[config.mk]
export PLATFORM = sky130hd
export DESIGN_NAME = input_debounce_flat
export DESIGN_NICKNAME = d
export VERILOG_FILES = /design/src/rtl/io_pkg.sv /design/src/rtl/input_debounce_if.sv /design/src/rtl/debounce_cell.sv /design/src/rtl/input_debounce.sv /design/src/flat_wrapper.sv
export SDC_FILE = /design/constraint.sdc
export NUM_CORES = 1
export LEC_CHECK = 0
export BUFFER_PORTS_ARGS = -buffer_cell sky130_fd_sc_hd__clkbuf_2
export CAP_MARGIN = 25
export CORE_UTILIZATION = 50
export DETAILED_ROUTE_END_ITERATION = 16
export PLACE_DENSITY = 0.64
export SETUP_SLACK_MARGIN = 0.4
export SYNTH_ARGS = -nofsm -noshare
export SYNTH_HDL_FRONTEND = slang
export SYNTH_SLANG_ARGS = --single-unit
[constraint.sdc]
create_clock -name clk -period 3.6 [get_ports clk]
set_input_delay 0.36 -clock clk [delete_from_list [all_inputs] [get_ports clk]]
set_output_delay 0.36 -clock clk [all_outputs]
set_load 0.05 [all_outputs]
[src/rtl/io_pkg.sv]
// Shared constants for the board I/O conditioning path.
//   N_SW / N_BTN       : channel counts (16 slide switches, 5 push buttons)
//   BTN_*              : button bit positions, order {C,U,L,R,D} = [4:0]
//   DEF_STABLE_CYCLES  : default qualification time (10 ms at 100 MHz)
//   DEF_CNT_W          : default counter width, 2^DEF_CNT_W > DEF_STABLE_CYCLES
package io_pkg;

    localparam int unsigned N_SW  = 16;
    localparam int unsigned N_BTN = 5;

    localparam int unsigned BTN_C = 4;
    localparam int unsigned BTN_U = 3;
    localparam int unsigned BTN_L = 2;
    localparam int unsigned BTN_R = 1;
    localparam int unsigned BTN_D = 0;

    localparam int unsigned DEF_STABLE_CYCLES = 1000000;
    localparam int unsigned DEF_CNT_W         = 24;

endpackage

[src/rtl/input_debounce_if.sv]
// Pin-side / consumer-side bundle of the input conditioning stage.
//   sw_raw, btn_raw : raw asynchronous pins (btn 1 = pressed)
//   sw, btn         : debounced levels
//   btn_press       : one-cycle pulse per debounced button press
//   sw_chg          : one-cycle pulse after any debounced switch change
// master drives the raw pins and observes the results; slave is the debouncer.
interface input_debounce_if #(
    parameter int unsigned N_SW  = io_pkg::N_SW,
    parameter int unsigned N_BTN = io_pkg::N_BTN
);
    logic [N_SW-1:0]  sw_raw;
    logic [N_BTN-1:0] btn_raw;
    logic [N_SW-1:0]  sw;
    logic [N_BTN-1:0] btn;
    logic [N_BTN-1:0] btn_press;
    logic             sw_chg;

    modport master (
        output sw_raw, btn_raw,
        input  sw, btn, btn_press, sw_chg
    );

    modport slave (
        input  sw_raw, btn_raw,
        output sw, btn, btn_press, sw_chg
    );
endinterface

[src/rtl/debounce_cell.sv]
// Single-channel debouncer: two-flop synchronizer followed by a stability
// counter. The output follows the synchronized level only after it has
// differed from the current output for STABLE_CYCLES consecutive edges.
//   clk  : system clock
//   rstn : synchronous active-low reset
//   raw  : asynchronous input pin
//   out  : debounced, registered level
module debounce_cell #(
    parameter int unsigned STABLE_CYCLES = io_pkg::DEF_STABLE_CYCLES,
    parameter int unsigned CNT_W         = io_pkg::DEF_CNT_W
) (
    input  logic clk,
    input  logic rstn,
    input  logic raw,
    output logic out
);
    localparam logic [CNT_W-1:0] CNT_LAST = CNT_W'(STABLE_CYCLES - 1);

    logic             s1_q, s1_d;
    logic             s2_q, s2_d;
    logic             out_q, out_d;
    logic [CNT_W-1:0] cnt_q, cnt_d;

    always_comb begin
        s1_d  = raw;
        s2_d  = s1_q;
        out_d = out_q;
        cnt_d = cnt_q;
        // Any sample agreeing with the current output restarts qualification.
        if (s2_q == out_q) begin
            cnt_d = '0;
        end else if (cnt_q == CNT_LAST) begin
            out_d = s2_q;
            cnt_d = '0;
        end else begin
            cnt_d = cnt_q + CNT_W'(1);
        end
    end

    always_ff @(posedge clk) begin
        if (!rstn) begin
            s1_q  <= 1'b0;
            s2_q  <= 1'b0;
            out_q <= 1'b0;
            cnt_q <= '0;
        end else begin
            s1_q  <= s1_d;
            s2_q  <= s2_d;
            out_q <= out_d;
            cnt_q <= cnt_d;
        end
    end

    assign out = out_q;

endmodule

[src/rtl/input_debounce.sv]
// Conditioning stage between the board pins and the I/O unit. Every switch
// and button channel gets its own debounce_cell; on top of the clean levels
// this module derives registered press pulses and a switch-change pulse.
//   clk  : system clock
//   rstn : synchronous active-low reset
//   io   : slave side of input_debounce_if (raw pins in, clean signals out)
module input_debounce #(
    parameter int unsigned STABLE_CYCLES = io_pkg::DEF_STABLE_CYCLES,
    parameter int unsigned CNT_W         = io_pkg::DEF_CNT_W,
    parameter int unsigned N_SW          = io_pkg::N_SW,
    parameter int unsigned N_BTN         = io_pkg::N_BTN
) (
    input  logic             clk,
    input  logic             rstn,
    input_debounce_if.slave  io
);
    logic [N_SW-1:0]  sw_lvl;
    logic [N_BTN-1:0] btn_lvl;

    logic [N_SW-1:0]  sw_prev_q, sw_prev_d;
    logic [N_BTN-1:0] btn_prev_q, btn_prev_d;
    logic [N_BTN-1:0] btn_press_q, btn_press_d;
    logic             sw_chg_q, sw_chg_d;

    for (genvar i = 0; i < N_SW; i++) begin : g_sw
        debounce_cell #(
            .STABLE_CYCLES (STABLE_CYCLES),
            .CNT_W         (CNT_W)
        ) u_cell (
            .clk  (clk),
            .rstn (rstn),
            .raw  (io.sw_raw[i]),
            .out  (sw_lvl[i])
        );
    end

    for (genvar i = 0; i < N_BTN; i++) begin : g_btn
        debounce_cell #(
            .STABLE_CYCLES (STABLE_CYCLES),
            .CNT_W         (CNT_W)
        ) u_cell (
            .clk  (clk),
            .rstn (rstn),
            .raw  (io.btn_raw[i]),
            .out  (btn_lvl[i])
        );
    end

    // Previous-cycle copies of the clean levels are cleared together with the
    // cells, so neither reset entry nor exit can produce a spurious pulse.
    always_comb begin
        sw_prev_d   = sw_lvl;
        btn_prev_d  = btn_lvl;
        btn_press_d = btn_lvl & ~btn_prev_q;
        sw_chg_d    = |(sw_lvl ^ sw_prev_q);
    end

    always_ff @(posedge clk) begin
        if (!rstn) begin
            sw_prev_q   <= '0;
            btn_prev_q  <= '0;
            btn_press_q <= '0;
            sw_chg_q    <= 1'b0;
        end else begin
            sw_prev_q   <= sw_prev_d;
            btn_prev_q  <= btn_prev_d;
            btn_press_q <= btn_press_d;
            sw_chg_q    <= sw_chg_d;
        end
    end

    assign io.sw        = sw_lvl;
    assign io.btn       = btn_lvl;
    assign io.btn_press = btn_press_q;
    assign io.sw_chg    = sw_chg_q;

endmodule

[src/flat_wrapper.sv]
// flat-port wrapper written by rule: the top's interface ports become plain ports
module input_debounce_flat 
#(
    parameter int unsigned STABLE_CYCLES = io_pkg::DEF_STABLE_CYCLES,
    parameter int unsigned CNT_W         = io_pkg::DEF_CNT_W,
    parameter int unsigned N_SW          = io_pkg::N_SW,
    parameter int unsigned N_BTN         = io_pkg::N_BTN
)
  (clk, rstn, io_sw_raw, io_btn_raw, io_sw, io_btn, io_btn_press, io_sw_chg);
  input_debounce_if #(.N_SW(N_SW), .N_BTN(N_BTN)) io_i ();
  input  logic clk;
  input  logic rstn;
  input wire logic [$bits(io_i.sw_raw)-1:0] io_sw_raw;
  input wire logic [$bits(io_i.btn_raw)-1:0] io_btn_raw;
  output wire logic [$bits(io_i.sw)-1:0] io_sw;
  output wire logic [$bits(io_i.btn)-1:0] io_btn;
  output wire logic [$bits(io_i.btn_press)-1:0] io_btn_press;
  output wire logic [$bits(io_i.sw_chg)-1:0] io_sw_chg;
  assign io_i.sw_raw = io_sw_raw;
  assign io_i.btn_raw = io_btn_raw;
  assign io_sw = io_i.sw;
  assign io_btn = io_i.btn;
  assign io_btn_press = io_i.btn_press;
  assign io_sw_chg = io_i.sw_chg;
  input_debounce #(.STABLE_CYCLES(STABLE_CYCLES), .CNT_W(CNT_W), .N_SW(N_SW), .N_BTN(N_BTN)) u_core (.clk(clk), .rstn(rstn), .io(io_i));
endmodule
==> metrics.cfg <==
[power]
p_per_area_nw_per_um2 = 469
switchingPower_mw = 2.76
p_leak_nw = 8.94
pwr-share-seq = 0.478
power.share.clock = 0.512
peakVddDrop_mv = 0.359
netSwitchingFraction = 0.199
comb_power_share = 0.011
report.power.total_mw = 13.9
p_int_mw = 11.1

[routing]
drt_pass1_iterations = 6
antenna_left = 0
finalWirelength_mm = 54.4
via_per_inst = 5.73
dr_total_vias = 21800
drc = 0
wl_per_cell_um = 14.3
drt_iter0_drc = 1310

[worst_hold_path]
hold_depth = 2
min_to = u_core.g_btn[4].u_cell.s1_q
min-delay-start = io_btn_raw[4]
holdCritPathClass = primary input to flop

[cts]
post-cts-setup-buffers = 0
cts_tree = yes
cts_made_buffers = 66
h-tree-depth = 3
hold_buffers = 18
post_cts_resized = 0
numClockSinks = 594
clk_latency_ns = 0.59
cts-root-buf = clkbuf_16
path_clk_slew_ns = 0.06
cts.path.max_buffers = 3

[sta]
slew_headroom = 0.315
whs_ns = 0.0295
setup_violations = 0
grt_setup_unrepaired = false
maxSlewViolCount = 0
period_minus_slack_ns = 2.68
tns_ns = 0
setup_ws_ns = 0.919
tightest_slew_ns = 1.02
period_share = 0.745
fin_skew_ns = 0.0232
fmax_mhz = 373
finalHoldViolCount = 0

[placed_design]
post-place-ws_ns = 0.941
detailed_place_hpwl_mm = 36.2
dp.cells = 3671
placed_area_um2 = 27100
place_congestion = 0.857
io_buffers = 49

[cells_and_area]
drive_above_1_share = 0.0641
instances_no_fill = 3803
area_delta_synth_final_pct = 11.7
final_common_cell = dfxtp_1
fin_util = 0.570
layout_common_cells = dfxtp_1, nor2_1, a21oi_1
stdcell_area_um2 = 29600
fin_nets = 3122

[setup_path]
cp.required_ns = 4.06
end_kind = flop
crit_slowest_cell = or4b_1
r2r_slack_ns = 0.92
worstSetupPathType = flop to flop
crit_chain = ha_1 -> nand3_1 -> or4b_1 -> o211ai_1 -> buf_4 -> nor2_1
timing.rr.end = u_core.g_btn[0].u_cell.cnt_q[7]
startpoint = u_core.g_btn[0].u_cell.cnt_q[0]
rr_startpoint = u_core.g_btn[0].u_cell.cnt_q[0]
r2r_cells = 6
cpPeakStageDelay_ns = 0.65
cp.arrival_ns = 3.14
path_max_fanout = 14
start_kind = flop

[die]
io_pins = 50
row_count = 83
initial_core_util = 0.511
core_um2 = 51800
die_w_um = 232
die_h_um = 232
die_area_um2 = 53800

[synth]
async_flop_share = 0
avgSynthCellArea_um2 = 8.65
synth.distinct_cells = 61
seq_area_frac_synth = 0.449
yosys_most_used_dff = dfxtp_1
synth-simple-area-share = 0.301
synth.area.top_cells = dfxtp_1, xnor2_1, nor2_1
syn_nets = 3104
yosys-mux-area-fraction = 0.00227
synthAdderAreaFrac = 0.00993
syn-cell-area_um2 = 26500
synth_top_family_by_area = simple AND/OR/NAND/NOR gates
synth_edf_count = 0
synth-seq-cells = 594
syn_inst = 3060
synth_top_area_frac = 0.449
yosys_warnings = 0
yosysTopAreaCell = dfxtp_1
synth-xor-area-share = 0.0983
synth_compound_area_frac = 0.101

[grt]
grt_start_max_net_pins = 48
grt_pass1_vias = 20400
antenna_found_initial = 0
track_usage = 0.201
grt_pass1_wl_mm = 93.3
grt-ovfl-total = 0

[job]
cap_violations = 0

[status]
status = completed

## Yosys cell counts (101+ instances only)
master,count
nand2_1,171
or3_1,106
o21ai_0,102
xnor2_1,167
nand4_1,141
dfxtp_1,594
o31ai_1,101
or4_1,126
a21oi_1,210
xor2_1,130
nand3_1,176
nor2_1,356
## worst max-delay path, delay by kind of cell, from the launching register on
kind                       cells  cell delay, ns
AOI/OAI and AO/OA              1            0.65
adders and majority gates      1            0.21
buffers and inverters          1            0.32
DFF                            1            0.38
and+or+nand+nor                3            1.00
## logic make-up (layout without fill, tap and decap cells)
group / after synthesis / count (layout)
fa+ha+maj: 21 / 21
simple gates: 1454 / 1454
mux: 6 / 6
xor+xnor: 297 / 297
flops: 594 / 594
compound gates: 454 / 454
buf+inv: 234 / 296
other cells: 0 / 1
## power by group through the flow
stage	clock network, mW	registers (mW)	logic [mW]
after floorplan	0	6.76	0.0840
after global placement	0	6.77	0.132
after detailed placement	0	6.77	0.135
after CTS	7.29	6.62	0.151
after global routing	7.56	6.62	0.166
final	7.09	6.62	0.147
## final cells by class
class	instances	area, um2
flip-flops and latches	594	11900
well taps	680	851
fillers	4565	22300
inverters	95	357
multi-input cells	2232	13600
repair buffers	89	594
diodes	1	2.50
clock inverters	25	418
clock buffers	87	1870
## flip-flops by register name (all words and copies together) (netlist names)
register and count:
u_core.g_btn.u_cell.cnt_q 120, u_core.g_sw.u_cell.s2_q 16, u_core.g_sw.u_cell.cnt_q 384, u_core.g_sw.u_cell.s1_q 16, u_core.btn_prev_q 5, u_core.sw_prev_q 16, u_core.g_btn.u_cell.out 5, u_core.io.btn_press 5
u_core.g_sw.u_cell.out 16, u_core.g_btn.u_cell.s2_q 5, u_core.io.sw_chg 1, u_core.g_btn.u_cell.s1_q 5
## routing by layer
layer	vias up	routed length [um]	global-route usage
met3	64	2190	0.0399
met4	0	829	0.0530
met5	-	0	0
met1	10300	26400	0.263
li1	11100	-	-
met2	328	25000	0.336
## how the worst max path moves through the flow
stage | endpoint | slack, ns | depth (start not counted)
final | u_core.g_btn[0].u_cell.cnt_q[7] | 0.92 | 6
after global routing | u_core.g_btn[0].u_cell.cnt_q[14] | 0.73 | 6
after CTS | u_core.g_btn[0].u_cell.cnt_q[7] | 0.91 | 6
after detailed placement | u_core.g_btn[0].u_cell.cnt_q[3] | 0.94 | 6
after global placement | u_core.g_btn[0].u_cell.cnt_q[7] | 1.02 | 6
after floorplan | u_core.g_sw[15].u_cell.cnt_q[10] | 1.58 | 7
(Power assumes the default switching activity.)
